--- src/rtl/secded_ecc_memory.sv ---
// secded_ecc_memory: extended-Hamming SECDED word memory with post-reset init, scrubber, write-back, error counters.
// Latency: read response pulses 2 cycles after acceptance; writes land on the accepting edge.
// Backpressure: req_ready only in IDLE (RD/CHK/WB/INIT stall requests); responses cannot be stalled. SECDED_ERR_INJECT_EN adds an inject port.
module secded_ecc_memory #(
  parameter int DATA_W         = 8,
  parameter int DEPTH          = 256,
  parameter int ADDR_W         = $clog2(DEPTH),
  parameter int SCRUB_INTERVAL = 1024,
  parameter int CNT_W          = 16,
  // Smallest P with 2**P >= DATA_W+P+1, i.e. DATA_W <= 2**P-P-1.
  localparam int P    = (DATA_W <= 4)   ? 3 : (DATA_W <= 11)  ? 4 :
                        (DATA_W <= 26)  ? 5 : (DATA_W <= 57)  ? 6 :
                        (DATA_W <= 120) ? 7 : (DATA_W <= 247) ? 8 :
                        (DATA_W <= 502) ? 9 : 10,
  localparam int CW_W = DATA_W + P + 1
) (
  input  logic              clk,
  input  logic              rst_n,
  input  logic              req_valid,
  output logic              req_ready,
  input  logic              req_wr,
  input  logic [ADDR_W-1:0] req_addr,
  input  logic [DATA_W-1:0] req_wdata,
  output logic              rsp_valid,
  output logic [DATA_W-1:0] rsp_data,
  output logic              rsp_sbe,
  output logic              rsp_dbe,
  output logic [CNT_W-1:0]  sbe_count,
  output logic [CNT_W-1:0]  dbe_count,
  output logic              init_done
`ifdef SECDED_ERR_INJECT_EN
  ,
  input  logic              inj_valid,
  input  logic [ADDR_W-1:0] inj_addr,
  input  logic [CW_W-1:0]   inj_mask
`endif
);

  localparam int IC_W = (SCRUB_INTERVAL > 1) ? $clog2(SCRUB_INTERVAL) : 1;

  typedef enum logic [2:0] {S_INIT, S_IDLE, S_RD, S_CHK, S_WB} state_t;

  // XOR of the indices of all set Hamming positions (bit 0 excluded).
  function automatic logic [P-1:0] syndrome(input logic [CW_W-1:0] cw);
    logic [P-1:0] s;
    s = '0;
    for (int i = 1; i < CW_W; i++)
      if (cw[i]) s = s ^ P'(i);
    return s;
  endfunction

  // Data bits sit in non-power-of-2 positions, ascending LSB first.
  function automatic logic [CW_W-1:0] encode(input logic [DATA_W-1:0] d);
    logic [CW_W-1:0] cw;
    logic [P-1:0]    s;
    int              di;
    cw = '0;
    di = 0;
    for (int i = 1; i < CW_W; i++)
      if ((i & (i - 1)) != 0) begin
        cw[i] = d[di];
        di++;
      end
    // Parity bit 2**j cancels bit j of the data-only syndrome.
    s = syndrome(cw);
    for (int j = 0; j < P; j++)
      cw[1 << j] = s[j];
    cw[0] = ^cw[CW_W-1:1];
    return cw;
  endfunction

  function automatic logic [DATA_W-1:0] cw_data(input logic [CW_W-1:0] cw);
    logic [DATA_W-1:0] d;
    int                di;
    d  = '0;
    di = 0;
    for (int i = 1; i < CW_W; i++)
      if ((i & (i - 1)) != 0) begin
        d[di] = cw[i];
        di++;
      end
    return d;
  endfunction

  logic [CW_W-1:0]   mem [DEPTH];
  state_t            state;
  logic [ADDR_W-1:0] op_addr;     // init pointer in INIT, operation address otherwise
  logic              op_scrub;
  logic [CW_W-1:0]   rd_cw;       // raw word in CHK, corrected word in WB
  logic [ADDR_W-1:0] scrub_addr;
  logic [IC_W-1:0]   idle_cnt;
  logic              scrub_pending;
  logic              scrub_hit;
  logic              inj_act;

  logic [P-1:0]      syn;
  logic              is_sbe;
  logic              is_dbe;
  logic [CW_W-1:0]   cw_fix;

  logic              mem_we;
  logic [ADDR_W-1:0] mem_waddr;
  logic [CW_W-1:0]   mem_wdata;

`ifdef SECDED_ERR_INJECT_EN
  assign inj_act = inj_valid;
`else
  assign inj_act = 1'b0;
`endif

  assign scrub_hit = (SCRUB_INTERVAL != 0) && (idle_cnt == IC_W'(SCRUB_INTERVAL - 1));

  // Decode the registered codeword: classify and build the corrected word.
  always_comb begin
    syn    = syndrome(rd_cw);
    is_sbe = 1'b0;
    is_dbe = 1'b0;
    cw_fix = rd_cw;
    if (^rd_cw) begin
      if (int'(syn) >= CW_W) begin
        is_dbe = 1'b1;
      end else begin
        is_sbe      = 1'b1;
        cw_fix[syn] = ~rd_cw[syn];
      end
    end else if (syn != '0) begin
      is_dbe = 1'b1;
    end
  end

  assign req_ready = (state == S_IDLE);
  assign rsp_valid = (state == S_CHK) && !op_scrub;
  assign rsp_data  = rsp_valid ? cw_data(cw_fix) : '0;
  assign rsp_sbe   = rsp_valid && is_sbe;
  assign rsp_dbe   = rsp_valid && is_dbe;

  // Select the single array write source for this cycle.
  always_comb begin
    mem_we    = 1'b0;
    mem_waddr = op_addr;
    mem_wdata = '0;
    case (state)
      S_INIT: mem_we = 1'b1;
      S_IDLE: begin
        if (req_valid && req_wr) begin
          mem_we    = 1'b1;
          mem_waddr = req_addr;
          mem_wdata = encode(req_wdata);
        end
`ifdef SECDED_ERR_INJECT_EN
        else if (!req_valid && inj_valid) begin
          mem_we    = 1'b1;
          mem_waddr = inj_addr;
          mem_wdata = mem[inj_addr] ^ inj_mask;
        end
`endif
      end
      S_WB: begin
        mem_we    = 1'b1;
        mem_wdata = rd_cw;
      end
      default: ;
    endcase
  end

  // Array storage is deliberately unreset; INIT clears it after reset.
  always_ff @(posedge clk) begin
    if (mem_we) mem[mem_waddr] <= mem_wdata;
  end

  // Control FSM with scrub scheduling and saturating error counters.
  always_ff @(posedge clk or negedge rst_n) begin
    if (!rst_n) begin
      state         <= S_INIT;
      op_addr       <= '0;
      op_scrub      <= 1'b0;
      rd_cw         <= '0;
      scrub_addr    <= '0;
      idle_cnt      <= '0;
      scrub_pending <= 1'b0;
      sbe_count     <= '0;
      dbe_count     <= '0;
      init_done     <= 1'b0;
    end else begin
      case (state)
        S_INIT: begin
          if (op_addr == ADDR_W'(DEPTH - 1)) begin
            op_addr   <= '0;
            init_done <= 1'b1;
            state     <= S_IDLE;
          end else begin
            op_addr <= op_addr + 1'b1;
          end
        end
        S_IDLE: begin
          if (req_valid) begin
            if (!req_wr) begin
              op_addr  <= req_addr;
              op_scrub <= 1'b0;
              state    <= S_RD;
            end
          end else begin
            if (scrub_hit) idle_cnt <= '0;
            else if (SCRUB_INTERVAL != 0) idle_cnt <= idle_cnt + 1'b1;
            // Injection takes the idle slot; a pending scrub waits for the next one.
            if (scrub_pending && !inj_act) begin
              op_addr    <= scrub_addr;
              op_scrub   <= 1'b1;
              state      <= S_RD;
              scrub_addr <= (scrub_addr == ADDR_W'(DEPTH - 1)) ? '0 : scrub_addr + 1'b1;
            end
            scrub_pending <= scrub_hit || (scrub_pending && inj_act);
          end
        end
        S_RD: begin
          rd_cw <= mem[op_addr];
          state <= S_CHK;
        end
        S_CHK: begin
          if (is_sbe && (sbe_count != {CNT_W{1'b1}})) sbe_count <= sbe_count + 1'b1;
          if (is_dbe && (dbe_count != {CNT_W{1'b1}})) dbe_count <= dbe_count + 1'b1;
          if (is_sbe) begin
            rd_cw <= cw_fix;
            state <= S_WB;
          end else begin
            state <= S_IDLE;
          end
        end
        S_WB: state <= S_IDLE;
        default: state <= S_IDLE;
      endcase
    end
  end

endmodule

--- config.mk ---
export PLATFORM = sky130hd
export DESIGN_NAME = secded_ecc_memory
export DESIGN_NICKNAME = d
export VERILOG_FILES = /design/src/rtl/secded_ecc_memory.sv
export SDC_FILE = /design/constraint.sdc
export NUM_CORES = 2
export LEC_CHECK = 0
export BUFFER_PORTS_ARGS = -buffer_cell sky130_fd_sc_hd__buf_2
export CORE_UTILIZATION = 36
export CTS_BUF_LIST = sky130_fd_sc_hd__clkbuf_4
export CTS_CLUSTER_SIZE = 8
export DETAILED_ROUTE_END_ITERATION = 6
export PLACE_DENSITY = 0.62
export SLEW_MARGIN = 10
export SYNTH_ARGS = -nofsm -noshare
export SYNTH_HDL_FRONTEND = slang
export SYNTH_SLANG_ARGS = --single-unit
--- constraint.sdc ---
create_clock -name clk -period 19.4 [get_ports clk]
set_input_delay 1.94 -clock clk [delete_from_list [all_inputs] [get_ports clk]]
set_output_delay 1.94 -clock clk [all_outputs]
set_load 0.1 [all_outputs]
==> flow_summary_export.csv <==
group,metric,value,unit
outcome,outcome,"complete, but fails checks",
outcome,failed_checks,"design-rule violations",
setup_path,critPathKind,"reg -> out",
hold_path,hp-class,"in -> async",
floorplanning,start_util,36.2,%
floorplanning,die_h,611,um
global_routing,grt_max_degree,209,
drt,vias_per_cell,5.63,
sta,finalSetupViolCount,0,
setup_path,critPathRequiredTime,17.46,ns
drt,firstDrtPassIters,7,
global_routing,grt_pass1_vias,72600,
drt,dr_total_vias,72400,
final_layout,final_area,152000,um2
setup_path,timing.rr.start,"op_addr[0]",
setup_path,slowest_delay,0.97,ns
job,maxCapViolCount,0,
global_routing,grt-ovfl-total,0,
setup_path,critPathMaxFanout,15,
drt,drcViolationCount,32,
logic_synthesis,synthDistinctLibCells,85,
placed_design,placed_area,141000,um2
sta,rsz0062_at_grt,"false",
drt,highest_layer,"met5",
drt,first_iter_violations,9558,
floorplanning,dieArea,374000,um2
pwr,power.density,144,nW/um2
sta,fin_worst_skew,0.129,ns
placed_design,portBuffers,64,
setup_path,critical-path-top-delay-family,"compound AO/OA/AOI/OAI gates",
logic_synthesis,synth_nets,6461,
setup_path,critPathSlowestCell,"o31ai_2",
drt,routedLengthMet1,152000,um
final_layout,finalNetCount,7314,
cts,cts_root_buf,"clkbuf_4",
global_routing,grt_pass1_wl,548000,um
drt,wl_met2,176000,um
setup_path,reg2reg_to,"rd_cw[9]",
logic_synthesis,syn-cell-area,134000,um2
cts,clkSlewWorstSetupHoldPaths,0.07,ns
sta,fmax,0.131,GHz
sta,period_needed,7.66,ns
logic_synthesis,synth_edf_count,3328,
logic_synthesis,syn_avg_cell_area,20.8,um2
logic_synthesis,yosys_warnings,0,
logic_synthesis,ys.flop_type,"edfxtp_1",
floorplanning,rows,223,
floorplanning,die_w,611,um
sta,tns,0,ns
final_layout,syn_to_final_growth,13.5,%
logic_synthesis,seq_area_frac_synth,76.2,%
sta,worst_pin_slew,1.46,ns
pwr,vdd_drop_max,167,uV
sta,final.period_utilization,39.5,%
sta,hold_violations,0,
setup_path,cp_data_arrival_time,5.72,ns
floorplanning,coreArea,369000,um2
cts,cts_tree,"yes",
drt,routed_wirelength,389000,um
global_routing,track_usage,20.5,%
drt,routed-wl-met3,41100,um
cts,clockBufferDepth,4,
setup_path,path_cells,"xnor2_2, xor3_1, nor3_1, a31oi_1, and4_1, o31ai_2, mux2i_1, nor2_1, buf_2",
logic_synthesis,synth_area_leader_cell,"edfxtp_1",
cts,clkLatencyLatePin,1.66,ns
placed_design,place_congestion,0.987,
drt,ant_nets,0,
logic_synthesis,ys_ff_latch,3405,
floorplanning,io_pins,65,
placed_design,dpl.hpwl,232000,um
setup_path,cp-start-kind,"register",
sta,slew_headroom,1.72,%
final_layout,layout.cells.non_filler,12900,
logic_synthesis,synthTopCellsByArea,"edfxtp_1 (75%), mux4_2 (13%), mux2i_1 (2.9%)",
drt,wl_per_cell,30.2,um
cts,numCtsBuffers,837,
sta,slew_viol_final,0,
cts,htree_levels,6,
logic_synthesis,postSynthCellCount,6436,
setup_path,crit_buf_inv,1,
placed_design,dp_cells,11400,
cts,clkSinkCount,3405,
setup_path,critPathCaptureType,"output pin",
setup_path,reg2reg_slack,12.82,ns
cts,cts_hold_buffers,0,
cts,cts_resized,0,
final_layout,drive_above_1_share,32.4,%
global_routing,antenna_found_initial,35,
setup_path,reg2regPathDepth,12,
pwr,p_leak,0.0501,uW
cts,cts_setup_buffers,0,
logic_synthesis,yosysTopAreaCellShare,74.8,%
logic_synthesis,async_flop_share,2.26,%
==> cells in the mapped netlist, drive strengths merged, types with 8 or more instances <==
master,n
a2111oi,13
a211o,12
a211oi,34
a21oi,89
a221o,11
a221oi,36
a22o,24
a22oi,49
a31oi,21
and2,11
and3,23
buf,213
clkbuf,161
dfrtp,77
edfxtp,3328
inv,19
mux2,26
mux2i,381
mux4,748
nand2,225
nand3,60
nand3b,8
nand4,26
nor2,345
nor2b,9
nor3,33
nor4,14
o211ai,10
o21ai,116
o221ai,65
o22ai,56
o31ai,16
or3,9
xnor2,58
xor2,16
==> per-layer routing <==
| metal | vias to the layer above | global-route usage [%] |
|---|---|---|
| li1 | 29100 | - |
| met1 | 38100 | 27.7 |
| met2 | 4292 | 31.0 |
| met3 | 907 | 5.22 |
| met4 | 18 | 9.90 |
| met5 | - | 0 |
==> worst max-delay path by stage <==
stage / from / to / slack, ns / cells after the start
after CTS: rd_cw[5] / rsp_data[3] / 11.85 / 9
after global placement: op_addr[0] / rd_cw[9] / 12.92 / 12
final: rd_cw[3] / rsp_data[1] / 11.74 / 9
after floorplan: req_wdata[3] / mem[0][0] / 4.68 / 5
after detailed placement: op_addr[0] / rd_cw[9] / 12.90 / 12
after global routing: rd_cw[3] / rsp_data[2] / 11.59 / 9
==> cells in the final DEF (no fill, tap or decap), drive strengths merged, types with 45 or more instances in the layout <==
master,Yosys,layout
edfxtp,3328,3328
clkbuf,161,1189
mux4,748,748
buf,213,388
mux2i,381,381
nor2,345,345
nand2,225,225
clkinv,0,212
o21ai,116,116
a21oi,89,89
dfrtp,77,77
o221ai,65,65
nand3,60,60
xnor2,58,58
o22ai,56,56
a22oi,49,49
inv,19,45
==> cells by family after synthesis <==
logic type | Yosys count | share of synthesized area (%)
adder cells (fa/ha/maj) | 6 | 0.0543
AND/OR/NAND/NOR | 791 | 2.59
AO/OA/AOI/OAI | 603 | 3.16
buffers and inverters | 393 | 1.59
XOR/XNOR | 83 | 0.693
multiplexers | 1155 | 15.7
flip-flops | 3405 | 76.2
==> final cells by class <==
| class | count | area (um2) |
|---|---|---|
| well taps | 4950 | 6190 |
| flip-flops and latches | 3405 | 102000 |
| fillers | 32500 | 217000 |
| clock inverters | 257 | 1600 |
| repair buffers | 388 | 2950 |
| diodes | 16 | 40.0 |
| inverters | 19 | 81.3 |
| clock buffers | 1189 | 8930 |
| multi-input cells | 2638 | 30000 |
==> metrics by stage <==
step / power (uW) / hold slack [ns] / util [%] / setup WS, ns
6_report: 21800 / 0.342 / 41.1 / 11.74
3_5_place_dp: 15900 / 0.484 / 38.2 / 12.90
2_1_floorplan: 13200 / 0.466 / - / 4.68
4_1_cts: 21700 / 0.196 / 41.0 / 11.85
5_1_grt: 22400 / 0.349 / 41.1 / 11.59
3_3_place_gp: 15800 / 0.472 / 38.2 / 12.92
==> registers in the layout (all words and copies together), names as in the netlist <==
register,cells
scrub_pending,1
mem,3328
rd_cw,13
init_done,1
idle_cnt,10
scrub_addr,8
state,3
dbe_count,16
sbe_count,16
op_addr,8
op_scrub,1
==> report_power, final <==
group / leakage [uW] / total [uW] / switching, uW / internal [uW]
Clock: 0.00619 / 5880 / 2920 / 2960
Combinational: 0.0119 / 7250 / 4830 / 2420
Sequential: 0.0320 / 8650 / 155 / 8500
Total: 0.0501 / 21800 / 7910 / 13900
(Power assumes the default switching activity.)
